File: config.mk
export PLATFORM = sky130hd
export DESIGN_NAME = conv_host_driver_flat
export DESIGN_NICKNAME = d
export VERILOG_FILES = /design/src/rtl/conv_host_driver_if.sv /design/src/rtl/conv_host_driver.sv /design/src/flat_wrapper.sv
export SDC_FILE = /design/constraint.sdc
export NUM_CORES = 1
export LEC_CHECK = 0
export ABC_CLOCK_PERIOD_IN_PS = 4450
export CORE_AREA = 4 4 56 58
export DETAILED_ROUTE_END_ITERATION = 16
export DIE_AREA = 0 0 60 62
export PLACE_DENSITY_LB_ADDON = 0.25
export SYNTH_ARGS = -nofsm -noshare
export SYNTH_HDL_FRONTEND = slang
export SYNTH_SLANG_ARGS = --single-unit
export TNS_END_PERCENT = 10
File: constraint.sdc
create_clock -name clock -period 4.45 [get_ports clock]
set_input_delay 0.6675 -clock clock [delete_from_list [all_inputs] [get_ports clock]]
set_output_delay 0.6675 -clock clock [all_outputs]
set_load 0.03 [all_outputs]
File: src/rtl/conv_host_driver_if.sv
// Host-side request/response channel of the convolver front-end.
// The slave modport is the driver; the master modport is the host.
interface conv_host_driver_if;
  logic       req_valid;
  logic       req_ready;
  logic [5:0] req_a;
  logic [5:0] req_b;
  logic       rsp_valid;
  logic       rsp_ready;
  logic [3:0] rsp_data;

  modport master (
    output req_valid, req_a, req_b, rsp_ready,
    input  req_ready, rsp_valid, rsp_data
  );

  modport slave (
    input  req_valid, req_a, req_b, rsp_ready,
    output req_ready, rsp_valid, rsp_data
  );
endinterface

File: src/rtl/conv_host_driver.sv
// Initiator-side driver for the bitwise convolver: latches an operand pair,
// runs the convolver out of reset for LATENCY cycles, then returns its result.
//
// state | meaning
// IDLE  | convolver held in reset, waiting for a request
// RUN   | convolver out of reset, counting down LATENCY cycles
// RESP  | result captured, waiting for the host to take it
module conv_host_driver #(
  parameter int unsigned LATENCY = 9
) (
  input  logic                clock,
  input  logic                reset_n,
  conv_host_driver_if.slave   host,
  output logic [11:0]         conv_in,
  output logic                conv_reset,
  input  logic [3:0]          conv_out,
  output logic                busy
);

  typedef enum logic [1:0] {
    IDLE = 2'd0,
    RUN  = 2'd1,
    RESP = 2'd2
  } state_t;

  localparam logic [3:0] CNT_LOAD = 4'(LATENCY - 1);

  state_t      state_q;
  state_t      state_d;
  logic [3:0]  cnt_q;
  logic [11:0] conv_in_q;
  logic [3:0]  rsp_data_q;
  logic        rsp_valid_q;

  logic        accept;
  logic        capture;
  logic        rsp_fire;

  always_comb begin
    state_d  = state_q;
    accept   = 1'b0;
    capture  = 1'b0;
    rsp_fire = 1'b0;
    case (state_q)
      IDLE: begin
        if (host.req_valid) begin
          accept  = 1'b1;
          state_d = RUN;
        end
      end
      RUN: begin
        if (cnt_q == 4'd0) begin
          capture = 1'b1;
          state_d = RESP;
        end
      end
      RESP: begin
        if (rsp_valid_q && host.rsp_ready) begin
          rsp_fire = 1'b1;
          state_d  = IDLE;
        end
      end
      default: state_d = IDLE;
    endcase
  end

  always_ff @(posedge clock or negedge reset_n) begin
    if (!reset_n) begin
      state_q <= IDLE;
    end else begin
      state_q <= state_d;
    end
  end

  // Counter holds LATENCY-1 on entry to RUN, so RUN spans exactly LATENCY cycles.
  always_ff @(posedge clock or negedge reset_n) begin
    if (!reset_n) begin
      cnt_q <= 4'd0;
    end else if (accept) begin
      cnt_q <= CNT_LOAD;
    end else if (state_q == RUN && cnt_q != 4'd0) begin
      cnt_q <= cnt_q - 4'd1;
    end
  end

  always_ff @(posedge clock or negedge reset_n) begin
    if (!reset_n) begin
      conv_in_q <= 12'h000;
    end else if (accept) begin
      conv_in_q <= {host.req_b, host.req_a};
    end
  end

  always_ff @(posedge clock or negedge reset_n) begin
    if (!reset_n) begin
      rsp_data_q  <= 4'd0;
      rsp_valid_q <= 1'b0;
    end else begin
      if (capture) begin
        rsp_data_q  <= conv_out;
        rsp_valid_q <= 1'b1;
      end else if (rsp_fire) begin
        rsp_valid_q <= 1'b0;
      end
    end
  end

  // Handshake and convolver-reset outputs decode straight from the state register.
  assign host.req_ready = (state_q == IDLE);
  assign busy           = (state_q != IDLE);
  assign conv_reset     = (state_q != RUN);
  assign conv_in        = conv_in_q;
  assign host.rsp_valid = rsp_valid_q;
  assign host.rsp_data  = rsp_data_q;

endmodule

File: src/flat_wrapper.sv
// flat-port wrapper written by rule: the top's interface ports become plain ports
module conv_host_driver_flat 
#(
  parameter int unsigned LATENCY = 9
)
  (clock, reset_n, conv_in, conv_reset, conv_out, busy, host_req_valid, host_req_a, host_req_b, host_rsp_ready, host_req_ready, host_rsp_valid, host_rsp_data);
  conv_host_driver_if host_i ();
  input  logic clock;
  input  logic reset_n;
  output logic [11:0] conv_in;
  output logic conv_reset;
  input  logic [3:0] conv_out;
  output logic busy;
  input wire logic [$bits(host_i.req_valid)-1:0] host_req_valid;
  input wire logic [$bits(host_i.req_a)-1:0] host_req_a;
  input wire logic [$bits(host_i.req_b)-1:0] host_req_b;
  input wire logic [$bits(host_i.rsp_ready)-1:0] host_rsp_ready;
  output wire logic [$bits(host_i.req_ready)-1:0] host_req_ready;
  output wire logic [$bits(host_i.rsp_valid)-1:0] host_rsp_valid;
  output wire logic [$bits(host_i.rsp_data)-1:0] host_rsp_data;
  assign host_i.req_valid = host_req_valid;
  assign host_i.req_a = host_req_a;
  assign host_i.req_b = host_req_b;
  assign host_i.rsp_ready = host_rsp_ready;
  assign host_req_ready = host_i.req_ready;
  assign host_rsp_valid = host_i.rsp_valid;
  assign host_rsp_data = host_i.rsp_data;
  conv_host_driver #(.LATENCY(LATENCY)) u_core (.clock(clock), .reset_n(reset_n), .host(host_i), .conv_in(conv_in), .conv_reset(conv_reset), .conv_out(conv_out), .busy(busy));
endmodule
==> parameters.txt, run 1 <==
Parameter                              Value

Clock network
  Clock Root Buffer    sky130_fd_sc_hd__clkbuf_4
  Post-CTS Hold Fix Bufs    0
  Total number of clock tree sinks    23
  TritonCTS clock tree    yes
  CTS H-tree depth    1
  Buffers from clock root to sink, at most    2
  Reg clk slew, reported paths    between 0.1 and 0.15 ns
  Clock latency on the worst-skew pair    around 0.30 ns
  Number of setup buffers added after CTS    0
  CTS Buf Count    3
  Post-CTS Resized    0

Synthesis
  Syn Area/Cell    approximately 14 µm²
  Net count of the mapped netlist    95
  Distinct cell type count after synthesis    24
  Flops & latches, synth    23
  Syn Std Cell Area    just over 0.001 mm²
  Cell count after synthesis    73
  Share of the yosys chip area belonging to registers    0.569
  Yosys warning total    0

Worst setup path
  Maximum cell stage delay along the critical path    about 0.66 ns
  Worst-path cell with the longest stage delay    sky130_fd_sc_hd__clkdlybuf4s50_1
  Critical Path Source Type    register
  Data arrival time of the critical path    1.77 ns
  Type of the setup path with the least slack    register to primary output
  Required @ worst endpoint    about 3.8 ns
  Critical Path Fanout Max    5
  Worst Setup End Kind    primary output
  Critical path cell sequence    or2_2 > inv_1 > clkdlybuf4s50_1

Pwr
  Clock network fraction of total power    0.082
  Max rail drop VDD    459 µV
  Leakage power figure    between 0.6 and 0.7 nW
  Internal portion of total power    roughly 0.66 mW
  Register share of total power    0.333
  Net Sw Frac    0.409
  Switching pwr    0.459 mW
  Power density over the cells    ~790 mW/mm²
  Power share of the combinational group    0.585

Final layout
  Layout cells sized above 1    0.196
  Filler Cells Inserted    roughly 250
  Commonest cells after routing, fill and taps aside    sky130_fd_sc_hd__clkdlybuf4s50_1, sky130_fd_sc_hd__dfrtp_1, sky130_fd_sc_hd__mux2_2
  Register Area    ~580 µm²
  Number of inserted diodes    0
  Finished Layout Cells    around 140
  Relative area change from synthesis to final layout    41.0%
  Leading cell type in the layout, fill and taps excluded    sky130_fd_sc_hd__clkdlybuf4s50_1
  Combined area of the multi-input logic cells    approximately 380 µm²
  Layout Nets    roughly 140

Timing
  Worst-Margin Slew    between 1 and 1.5 ns
  Final worst path period share    0.549
  Relative slew slack    0.327
  Fin. max-slew vios    0
  Achievable Freq    between 0.4 and 0.5 GHz
  Final hold violation count    0
  Unrepaired setup endpoints after global routing    no
  Final critical delay including setup and external delays    roughly 2.4 ns
  Setup_tns    0 ns
  Final setup fails    0
  Setup skew after layout    between 0.004 and 0.005 ns

Floorplanning
  Initial core utilization    0.380
  Die width    roughly 60 µm
  Core outline area    about 0.0027 mm²
  IO Pins    40
  Area of the die    ~0.0037 mm²
  Core Rows    19
  Die span in y    a little over 60 µm

Route
  ANT nets after route    0
  Vias per cell    between 4 and 5
  Wire per inst    13.8 µm
  TritonRoute pass-1 iters    2
  DRC violation total after the first TritonRoute iteration    20
  Detailed-route via count    683
  Routed wire length    1980 µm
  Number of remaining DRC errors    0

Hold path
  Path type of the worst min-delay path    register to register

Placement
  Number of cells after detailed placement    around 140
  Final GP Congestion    a little under 0.7
  Half-perimeter wire length after placement    between 1000 and 1500 µm
  Total of buffers placed on input and output ports    39

Global routing
  Global-route wire length before repair    3220 µm
  Number of global-route vias before repair    just over 700
  Total global-route track usage    0.115
  Maximum number of pins on one net before global-route repair    24
  Total congestion overflow after global routing    0
  Number of antenna violations at the first check in global routing    0

Job
  Number of maximum-capacitance violations    0

Outcome
  Run status    finished clean
-- layer usage --
metal / GRT usage / wire length, µm / up-vias
met5: 0 / 0 / -
met4: 0.0475 / 16 / 0
met3: 0.0289 / 166 / 2
met2: 0.187 / 925 / 23
met1: 0.148 / 871 / 333
li1: - / - / 325
-- critical path, delay by kind of cell, from the launching register on --
kind	cells	cell delay [ns]
AND/OR/NAND/NOR	1	0.32
buffers and inverters	2	0.72
flip-flops	1	0.44
-- flip-flops by register name (all words and copies together), names as in the netlist --
register               count
u_core.host.rsp_data       4
u_core.conv_in            12
u_core.state_q             2
u_core.host.rsp_valid      1
u_core.cnt_q               4
-- synthesized netlist by cell type --
cell type / number / area [µm²]
sky130_fd_sc_hd__nand2_1: 4 / 15.0
sky130_fd_sc_hd__o211ai_1: 1 / 7.51
sky130_fd_sc_hd__buf_2: 2 / 10.0
sky130_fd_sc_hd__o21ai_0: 3 / 15.0
sky130_fd_sc_hd__mux2_4: 6 / 90.1
sky130_fd_sc_hd__buf_6: 1 / 11.3
sky130_fd_sc_hd__o21bai_1: 1 / 7.51
sky130_fd_sc_hd__buf_12: 1 / 20.0
sky130_fd_sc_hd__nor2b_1: 1 / 6.26
sky130_fd_sc_hd__o31ai_1: 1 / 7.51
sky130_fd_sc_hd__nor3b_2: 1 / 12.5
sky130_fd_sc_hd__nand3_1: 1 / 5.00
sky130_fd_sc_hd__or3b_1: 1 / 8.76
sky130_fd_sc_hd__nor3_1: 1 / 5.00
sky130_fd_sc_hd__ha_1: 2 / 25.0
sky130_fd_sc_hd__or3_1: 1 / 6.26
sky130_fd_sc_hd__nand2b_1: 2 / 12.5
sky130_fd_sc_hd__or4_1: 2 / 15.0
sky130_fd_sc_hd__a21boi_1: 1 / 7.51
sky130_fd_sc_hd__nand3b_1: 2 / 15.0
sky130_fd_sc_hd__inv_1: 4 / 15.0
sky130_fd_sc_hd__mux2_2: 10 / 113
sky130_fd_sc_hd__or2_2: 1 / 6.26
sky130_fd_sc_hd__dfrtp_1: 23 / 576
-- power by group through the flow --
stage / Clock [mW] / Combinational [mW] / Sequential (mW)
2_1_floorplan: 0 / 0.280 / 0.527
3_3_place_gp: 0 / 0.650 / 0.376
3_5_place_dp: 0 / 0.665 / 0.379
4_1_cts: 0.0992 / 0.666 / 0.374
5_1_grt: 0.105 / 0.708 / 0.389
6_report: 0.0917 / 0.656 / 0.374
-- worst paths after layout --
| path | slack [ns] | depth (start not counted) | startpoint | to |
|---|---|---|---|---|
| min reg2reg | 0.51 | 2 | u_core.host.rsp_valid$_DFFE_PN0P_ | u_core.host.rsp_valid$_DFFE_PN0P_ |
| max | 2.01 | 3 | u_core.state_q[0]$_DFFE_PN0P_ | host_req_ready |
| min in group asynchronous | 0.90 | 1 | reset_n | u_core.conv_in[7]$_DFFE_PN0P_ |
| max in group asynchronous | 2.94 | 1 | reset_n | u_core.conv_in[11]$_DFFE_PN0P_ |
| max reg2reg | 2.74 | 5 | u_core.cnt_q[0]$_DFFE_PN0P_ | u_core.host.rsp_data[1]$_DFFE_PN0P_ |
| min | 0.51 | 2 | u_core.host.rsp_valid$_DFFE_PN0P_ | u_core.host.rsp_valid$_DFFE_PN0P_ |
-- through the flow --
| stage | setup slack, ns | util | instance area (µm²) | hold slack [ns] | total power [mW] |
|---|---|---|---|---|---|
| after floorplan | 2.76 | - | 1010 | 0.372 | 0.807 |
| after global placement | 2.15 | 0.526 | 1400 | 0.483 | 1.03 |
| after detailed placement | 2.12 | 0.526 | 1400 | 0.485 | 1.04 |
| after CTS | 1.99 | 0.536 | 1430 | 0.514 | 1.14 |
| after global routing | 1.91 | 0.536 | 1430 | 0.543 | 1.20 |
| final | 2.01 | 0.536 | 1430 | 0.507 | 1.12 |
-- cells by family (layout without fill, tap and decap cells) --
group	Yosys count	count (layout)	share of synthesized area
multiplexers	16	16	0.200
adder cells (fa/ha/maj)	2	2	0.0247
flip-flops	23	23	0.569
AO/OA/AOI/OAI	7	7	0.0445
buffers and inverters	8	47	0.0556
AND/OR/NAND/NOR	17	17	0.106
-- final cells by class --
class,count,share of cell area
flip-flops and latches,23,0.403
repair buffers,39,0.273
multi-input cells,42,0.266
well taps,31,0.0272
clock buffers,3,0.0158
inverters,4,0.0105
clock inverters,1,0.00351
(Power assumes the default switching activity.)
==> run 2, diff against run 1 <==
--- a/config.mk
+++ b/config.mk
@@ -5,10 +5,10 @@
 export SDC_FILE = /design/constraint.sdc
 export NUM_CORES = 1
 export LEC_CHECK = 0
-export ABC_CLOCK_PERIOD_IN_PS = 4450
-export CORE_AREA = 4 4 56 58
+export ABC_CLOCK_PERIOD_IN_PS = 2000
+export CORE_AREA = 4 4 57 59
 export DETAILED_ROUTE_END_ITERATION = 16
-export DIE_AREA = 0 0 60 62
+export DIE_AREA = 0 0 61 63
 export PLACE_DENSITY_LB_ADDON = 0.25
 export SYNTH_ARGS = -nofsm -noshare
 export SYNTH_HDL_FRONTEND = slang
==> constraint.sdc (replaced) <==
create_clock -name clock -period 2 [get_ports clock]
set_input_delay 0.3 -clock clock [delete_from_list [all_inputs] [get_ports clock]]
set_output_delay 0.3 -clock clock [all_outputs]
set_load 0.03 [all_outputs]
==> run 2 against run 1 <==
  * Setup slack worse by 1.9 ns
  * Critical endpoint is now busy
  * Sequential power up 120%
  * Largest cell class unchanged
  * Critical path depth down 1
  * Total power up 130%
  * Critical path type unchanged
  * Count of clock-buffer cells in the layout up 1
  * Clock skew up 0.0095 ns
  * Clock power up 130%
==> parameters.txt, run 2 (synthesis gave the netlist of run 1 again) <==
Parameter                              Value

Clock network
  CTS Buf Count    3
  Post-CTS Hold Fix Bufs    0
  TritonCTS clock tree    yes
  Number of setup buffers added after CTS    0
  CTS H-tree depth    1
  Clock latency on the worst-skew pair    0.30 ns
  Clock Root Buffer    sky130_fd_sc_hd__clkbuf_4
  Buffers from clock root to sink, at most    2
  Reg clk slew, reported paths    roughly 0.13 ns
  Total number of clock tree sinks    23

Final layout
  Layout cells sized above 1    0.216
  Finished Layout Cells    ~150
  Relative area change from synthesis to final layout    43.8%
  Final design area excluding fillers    0.00146 mm²
  Commonest cells after routing, fill and taps aside    sky130_fd_sc_hd__clkdlybuf4s50_1, sky130_fd_sc_hd__dfrtp_1, sky130_fd_sc_hd__mux2_2
  Leading cell type in the layout, fill and taps excluded    sky130_fd_sc_hd__clkdlybuf4s50_1
  Number of inserted diodes    0
  Final Core Density    0.537
  Flip-flop count of the largest register after layout    12
  Layout Nets    around 140

Worst setup path
  Data arrival time of the critical path    1.64 ns
  Reg-to-reg startpoint    u_core.cnt_q[0]$_DFFE_PN0P_
  Worst Setup End Kind    primary output
  Critical path cell sequence    or2_2 > clkdlybuf4s50_1
  Critical path startpoint    u_core.state_q[0]$_DFFE_PN0P_
  Critical Path Source Type    register
  Delay-heaviest family, CP    buffers and inverters
  Levels on crit path    2
  Required @ worst endpoint    about 1.7 ns
  Critical Path Fanout Max    5
  Worst-path cell with the longest stage delay    sky130_fd_sc_hd__clkdlybuf4s50_1
  Count of cells along the worst register-to-register path    5
  Critical path endpoint    busy
  Buffers and inverters on the worst path    1
  Reg2reg setup slack    approximately 0.33 ns
  Maximum cell stage delay along the critical path    between 0.5 and 0.6 ns
  Type of the setup path with the least slack    register to primary output
  Terminus of the critical flop-to-flop path    u_core.host.rsp_data[3]$_DFFE_PN0P_

Placement
  Number of cells after detailed placement    approximately 140
  Final GP Congestion    between 0.6 and 0.7
  Half-perimeter wire length after placement    about 1500 µm
  Total of buffers placed on input and output ports    39
  Cell area reported after detailed placement    0.00143 mm²

Global routing
  Maximum number of pins on one net before global-route repair    24
  Global-route wire length before repair    3330 µm
  Number of global-route vias before repair    about 740
  Number of antenna violations at the first check in global routing    0
  Total global-route track usage    0.116
  Total congestion overflow after global routing    0

Floorplanning
  IO Pins    40
  Area of the die    slightly below 0.004 mm²
  Die width    roughly 61 µm
  Core outline area    roughly 0.0027 mm²
  Initial core utilization    0.373
  Die span in y    about 63 µm
  Core Rows    19

Pwr
  Power density over the cells    between 1500 and 2000 mW/mm²
  Max rail drop VDD    around 1000 µV
  Leakage power figure    between 0.6 and 0.7 nW
  Total power of the final layout    about 2.5 mW

Timing
  Final hold violation count    0
  Worst-Margin Slew    ~0.33 ns
  Achievable Freq    0.517 GHz
  Setup_tns    0 ns
  Relative slew slack    0.781
  Final critical delay including setup and external delays    between 1.5 and 2 ns
  Final setup fails    0
  Final worst path period share    0.968
  Setup skew after layout    0.0137 ns
  Unrepaired setup endpoints after global routing    no
  Fin. max-slew vios    0

Route
  Detailed-route via count    about 700
  Wire per inst    13.3 µm
  ANT nets after route    0
  TritonRoute pass-1 iters    4
  Vias per cell    4.78
  Routed wire length    around 2000 µm
  Number of remaining DRC errors    0
  DRC violation total after the first TritonRoute iteration    15

Hold path
  Path type of the worst min-delay path    primary input to async pin

Outcome
  Run status    finished clean

Job
  Number of maximum-capacitance violations    0
run 2: cell count changes in the layout (fill, tap and decap cells not counted), sizes merged:
| cell | previous run | this run |
|---|---|---|
| buf | 0 | 4 |
| clkinv | 1 | 0 |
| dlygate4sd2 | 0 | 1 |
| clkbuf | 3 | 4 |
| clkdlybuf4s50 | 39 | 38 |
run 2: how the worst min path moves through the flow:
stage	startpoint	to	slack [ns]
global placement	u_core.conv_in[11]$_DFFE_PN0P_	u_core.conv_in[11]$_DFFE_PN0P_	0.49
detailed placement	u_core.conv_in[2]$_DFFE_PN0P_	u_core.conv_in[2]$_DFFE_PN0P_	0.50
floorplan	reset_n	u_core.cnt_q[0]$_DFFE_PN0P_	0.004
CTS	reset_n	u_core.host.rsp_data[0]$_DFFE_PN0P_	0.34
global route	reset_n	u_core.conv_in[2]$_DFFE_PN0P_	0.35
finish	reset_n	u_core.conv_in[10]$_DFFE_PN0P_	0.34
run 2: final cells by class:
class | instances | area [µm²]
Fill cell | 240 | 1250
Sequential cell | 23 | 576
Timing Repair Buffer | 43 | 419
Multi-Input combinational cell | 42 | 380
Tap cell | 31 | 38.8
Clock buffer | 4 | 26.3
Inverter | 4 | 15.0
run 2: metal layers:
metal | vias to the layer above | GRT usage | part of all wire
li1 | 336 | - | -
met4 | 0 | 0.0569 | 0.014
met2 | 17 | 0.194 | 0.54
met1 | 348 | 0.132 | 0.39
met5 | - | 0 | 0
met3 | 2 | 0.0289 | 0.053
run 2: power by group:
group | total, mW | switching (mW) | leakage [nW] | internal, mW
registers | 0.836 | 0.140 | 0.270 | 0.696
logic | 1.48 | 0.756 | 0.361 | 0.726
clock network | 0.207 | 0.129 | 0.0150 | 0.0776
total | 2.52 | 1.02 | 0.647 | 1.50
run 2: timing repair:
action | CTS | global route
endpoints found under the hold margin | 0 | 0
setup endpoints to repair | 1 | 0
gates resized for setup | 1 | 0
run 2: metrics by stage:
stage / setup WS [ns] / hold slack [ns]
finish: 0.0641 / 0.335
CTS: 0.0512 / 0.340
global placement: 0.260 / 0.486
global route: 0.00438 / 0.352
floorplan: 0.537 / 0.00441
detailed placement: 0.241 / 0.496
run 2: worst reg2reg max path, cell delays in order (launching register included):
cell,delay [ns]
sky130_fd_sc_hd__dfrtp_1,0.42
sky130_fd_sc_hd__inv_1,0.10
sky130_fd_sc_hd__ha_1,0.17
sky130_fd_sc_hd__nor3b_2,0.31
sky130_fd_sc_hd__nand2b_1,0.24
sky130_fd_sc_hd__mux2_2,0.33
==> run 3, diff against run 2 <==
--- a/config.mk
+++ b/config.mk
@@ -5,7 +5,7 @@
 export SDC_FILE = /design/constraint.sdc
 export NUM_CORES = 1
 export LEC_CHECK = 0
-export ABC_CLOCK_PERIOD_IN_PS = 2000
+export ABC_CLOCK_PERIOD_IN_PS = 1600
 export CORE_AREA = 4 4 57 59
 export DETAILED_ROUTE_END_ITERATION = 16
 export DIE_AREA = 0 0 61 63
==> constraint.sdc (replaced) <==
create_clock -name clock -period 1.6 [get_ports clock]
set_input_delay 0.24 -clock clock [delete_from_list [all_inputs] [get_ports clock]]
set_output_delay 0.24 -clock clock [all_outputs]
set_load 0.03 [all_outputs]
==> run 3 against run 2 <==
  * Non-clock buffer count is 2 higher
  * Combinational power increased by 26%
  * Utilization rose by 1.6 points
  * Sequential share of layout area shrank 1.2 points
  * Largest power group unchanged
  * Critical endpoint is now u_core.conv_in[0]$_DFFE_PN0P_
  * Cell count is 1.4% higher
==> parameters.txt, run 3 (synthesis gave the netlist of run 1 again) <==
Parameter                              Value

Outcome
  Run status    finished clean

Timing
  Final setup fails    0
  Setup skew after layout    around 0.0040 ns
  Setup_tns    0 ns
  Final worst path period share    0.954
  Achievable Freq    about 0.65 GHz
  Final critical delay including setup and external delays    1.53 ns
  Worst-Margin Slew    0.319 ns
  Relative slew slack    0.787
  Fin. max-slew vios    0
  Min setup slack post-route    0.0732 ns
  Final hold violation count    0

Route
  Wire per inst    between 10 and 15 µm
  Number of remaining DRC errors    0
  ANT nets after route    0
  TritonRoute pass-1 iters    4
  DRC violation total after the first TritonRoute iteration    10
  Routed wire length    about 2000 µm
  Detailed-route via count    696
  Vias per cell    between 4 and 5

Worst setup path
  Critical Path Fanout Max    16
  Worst Setup End Kind    register
  Type of the setup path with the least slack    register to register
  Data arrival time of the critical path    roughly 1.7 ns
  Critical Path Source Type    register
  Required @ worst endpoint    1.80 ns

Clock network
  TritonCTS clock tree    yes
  CTS H-tree depth    1
  Number of setup buffers added after CTS    0
  CTS Buf Count    3
  Clock Root Buffer    sky130_fd_sc_hd__clkbuf_4
  Reg clk slew, reported paths    0.12 ns
  Post-CTS Hold Fix Bufs    0
  Total number of clock tree sinks    23
  Buffers from clock root to sink, at most    2
  Clock latency on the worst-skew pair    0.30 ns

Final layout
  Layout cells sized above 1    0.280
  Relative area change from synthesis to final layout    48.1%
  Commonest cells after routing, fill and taps aside    sky130_fd_sc_hd__dfrtp_1, sky130_fd_sc_hd__clkdlybuf4s50_1, sky130_fd_sc_hd__dlygate4sd2_1
  Leading cell type in the layout, fill and taps excluded    sky130_fd_sc_hd__dfrtp_1
  Layout Nets    141
  Filler Cells Inserted    ~230
  Number of inserted diodes    0
  Finished Layout Cells    149
  Flip-flop count of the largest register after layout    12

Placement
  Minimum setup slack after placement    -0.0765 ns
  Total of buffers placed on input and output ports    39
  Half-perimeter wire length after placement    about 1500 µm
  Final GP Congestion    a little under 0.7
  Number of cells after detailed placement    approximately 150

Job
  Number of maximum-capacitance violations    0

Pwr
  Internal portion of total power    1.83 mW
  Power share of the combinational group    0.591
  Switching pwr    between 1 and 1.5 mW
  Power density over the cells    2100 mW/mm²
  Net Sw Frac    0.418
  Register share of total power    0.327
  Leakage power figure    about 0.73 nW
  Clock network fraction of total power    0.082
  Max rail drop VDD    approximately 1200 µV
  Total power of the final layout    about 3.2 mW

Global routing
  Maximum number of pins on one net before global-route repair    24
  Number of antenna violations at the first check in global routing    0
  Total global-route track usage    0.119
  Total congestion overflow after global routing    0
  Global-route wire length before repair    ~3500 µm
  Number of global-route vias before repair    768

Hold path
  Path type of the worst min-delay path    primary input to async pin

Floorplanning
  Initial core utilization    0.373
  Die width    61 µm
  Area of the die    0.00384 mm²
  Die span in y    63 µm
  Core outline area    0.00271 mm²
  IO Pins    40
  Core Rows    19
-- run 3: stage by stage --
stage,cell area (µm²),hold slack [ns],utilization
2_1_floorplan,1010,-0.0556,-
3_3_place_gp,1450,0.487,0.536
3_5_place_dp,1450,0.496,0.536
4_1_cts,1470,0.276,0.544
5_1_grt,1500,0.287,0.553
6_report,1500,0.277,0.553
-- run 3: layout make-up --
type                    count  area (µm²)  share of cell area
flip-flops and latches     23         576               0.384
repair buffers             45         445               0.297
multi-input cells          42         397               0.265
well taps                  31        38.8              0.0259
clock buffers               3        22.5              0.0150
inverters                   4        15.0              0.0100
clock inverters             1        5.00             0.00334
-- run 3: power groups by stage --
stage	Sequential [mW]	Clock [mW]	Combinational (mW)
after floorplan	1.47	0	0.779
after global placement	1.03	0	1.91
after detailed placement	1.04	0	1.95
after CTS	1.03	0.279	1.87
after global routing	1.08	0.299	1.99
final	1.03	0.260	1.86
-- run 3: final timing paths --
path	start	slack, ns	depth (start not counted)	end
setup / recovery	u_core.state_q[0]$_DFFE_PN0P_	0.07	4	u_core.conv_in[0]$_DFFE_PN0P_
hold / removal	reset_n	0.28	2	u_core.conv_in[0]$_DFFE_PN0P_
setup reg to reg	u_core.state_q[0]$_DFFE_PN0P_	0.07	4	u_core.conv_in[0]$_DFFE_PN0P_
hold reg to reg	u_core.conv_in[10]$_DFFE_PN0P_	0.52	1	u_core.conv_in[10]$_DFFE_PN0P_
max in group asynchronous	reset_n	1.09	2	u_core.conv_in[10]$_DFFE_PN0P_
min in group clock	u_core.conv_in[10]$_DFFE_PN0P_	0.52	1	u_core.conv_in[10]$_DFFE_PN0P_
-- run 3: worst max-delay path, stage by stage, from the launching register on --
cell and delay [ns]:
sky130_fd_sc_hd__dfrtp_1 0.40, sky130_fd_sc_hd__buf_4 0.15, sky130_fd_sc_hd__or3b_1 0.41, sky130_fd_sc_hd__buf_12 0.17, sky130_fd_sc_hd__mux2_4 0.29
-- run 3: layer usage --
layer | share of wire | track usage
met5 | 0 | 0
met2 | 0.51 | 0.193
met3 | 0.066 | 0.0248
met4 | 0.013 | 0.0569
met1 | 0.41 | 0.146
-- run 3: repair_timing --
| action | 4_1_cts | 5_1_grt |
|---|---|---|
| setup endpoints to repair | 14 | 10 |
| gates resized for setup | 17 | 8 |
| endpoints found under the hold margin | 0 | 0 |
| gates cloned | 0 | 0 |
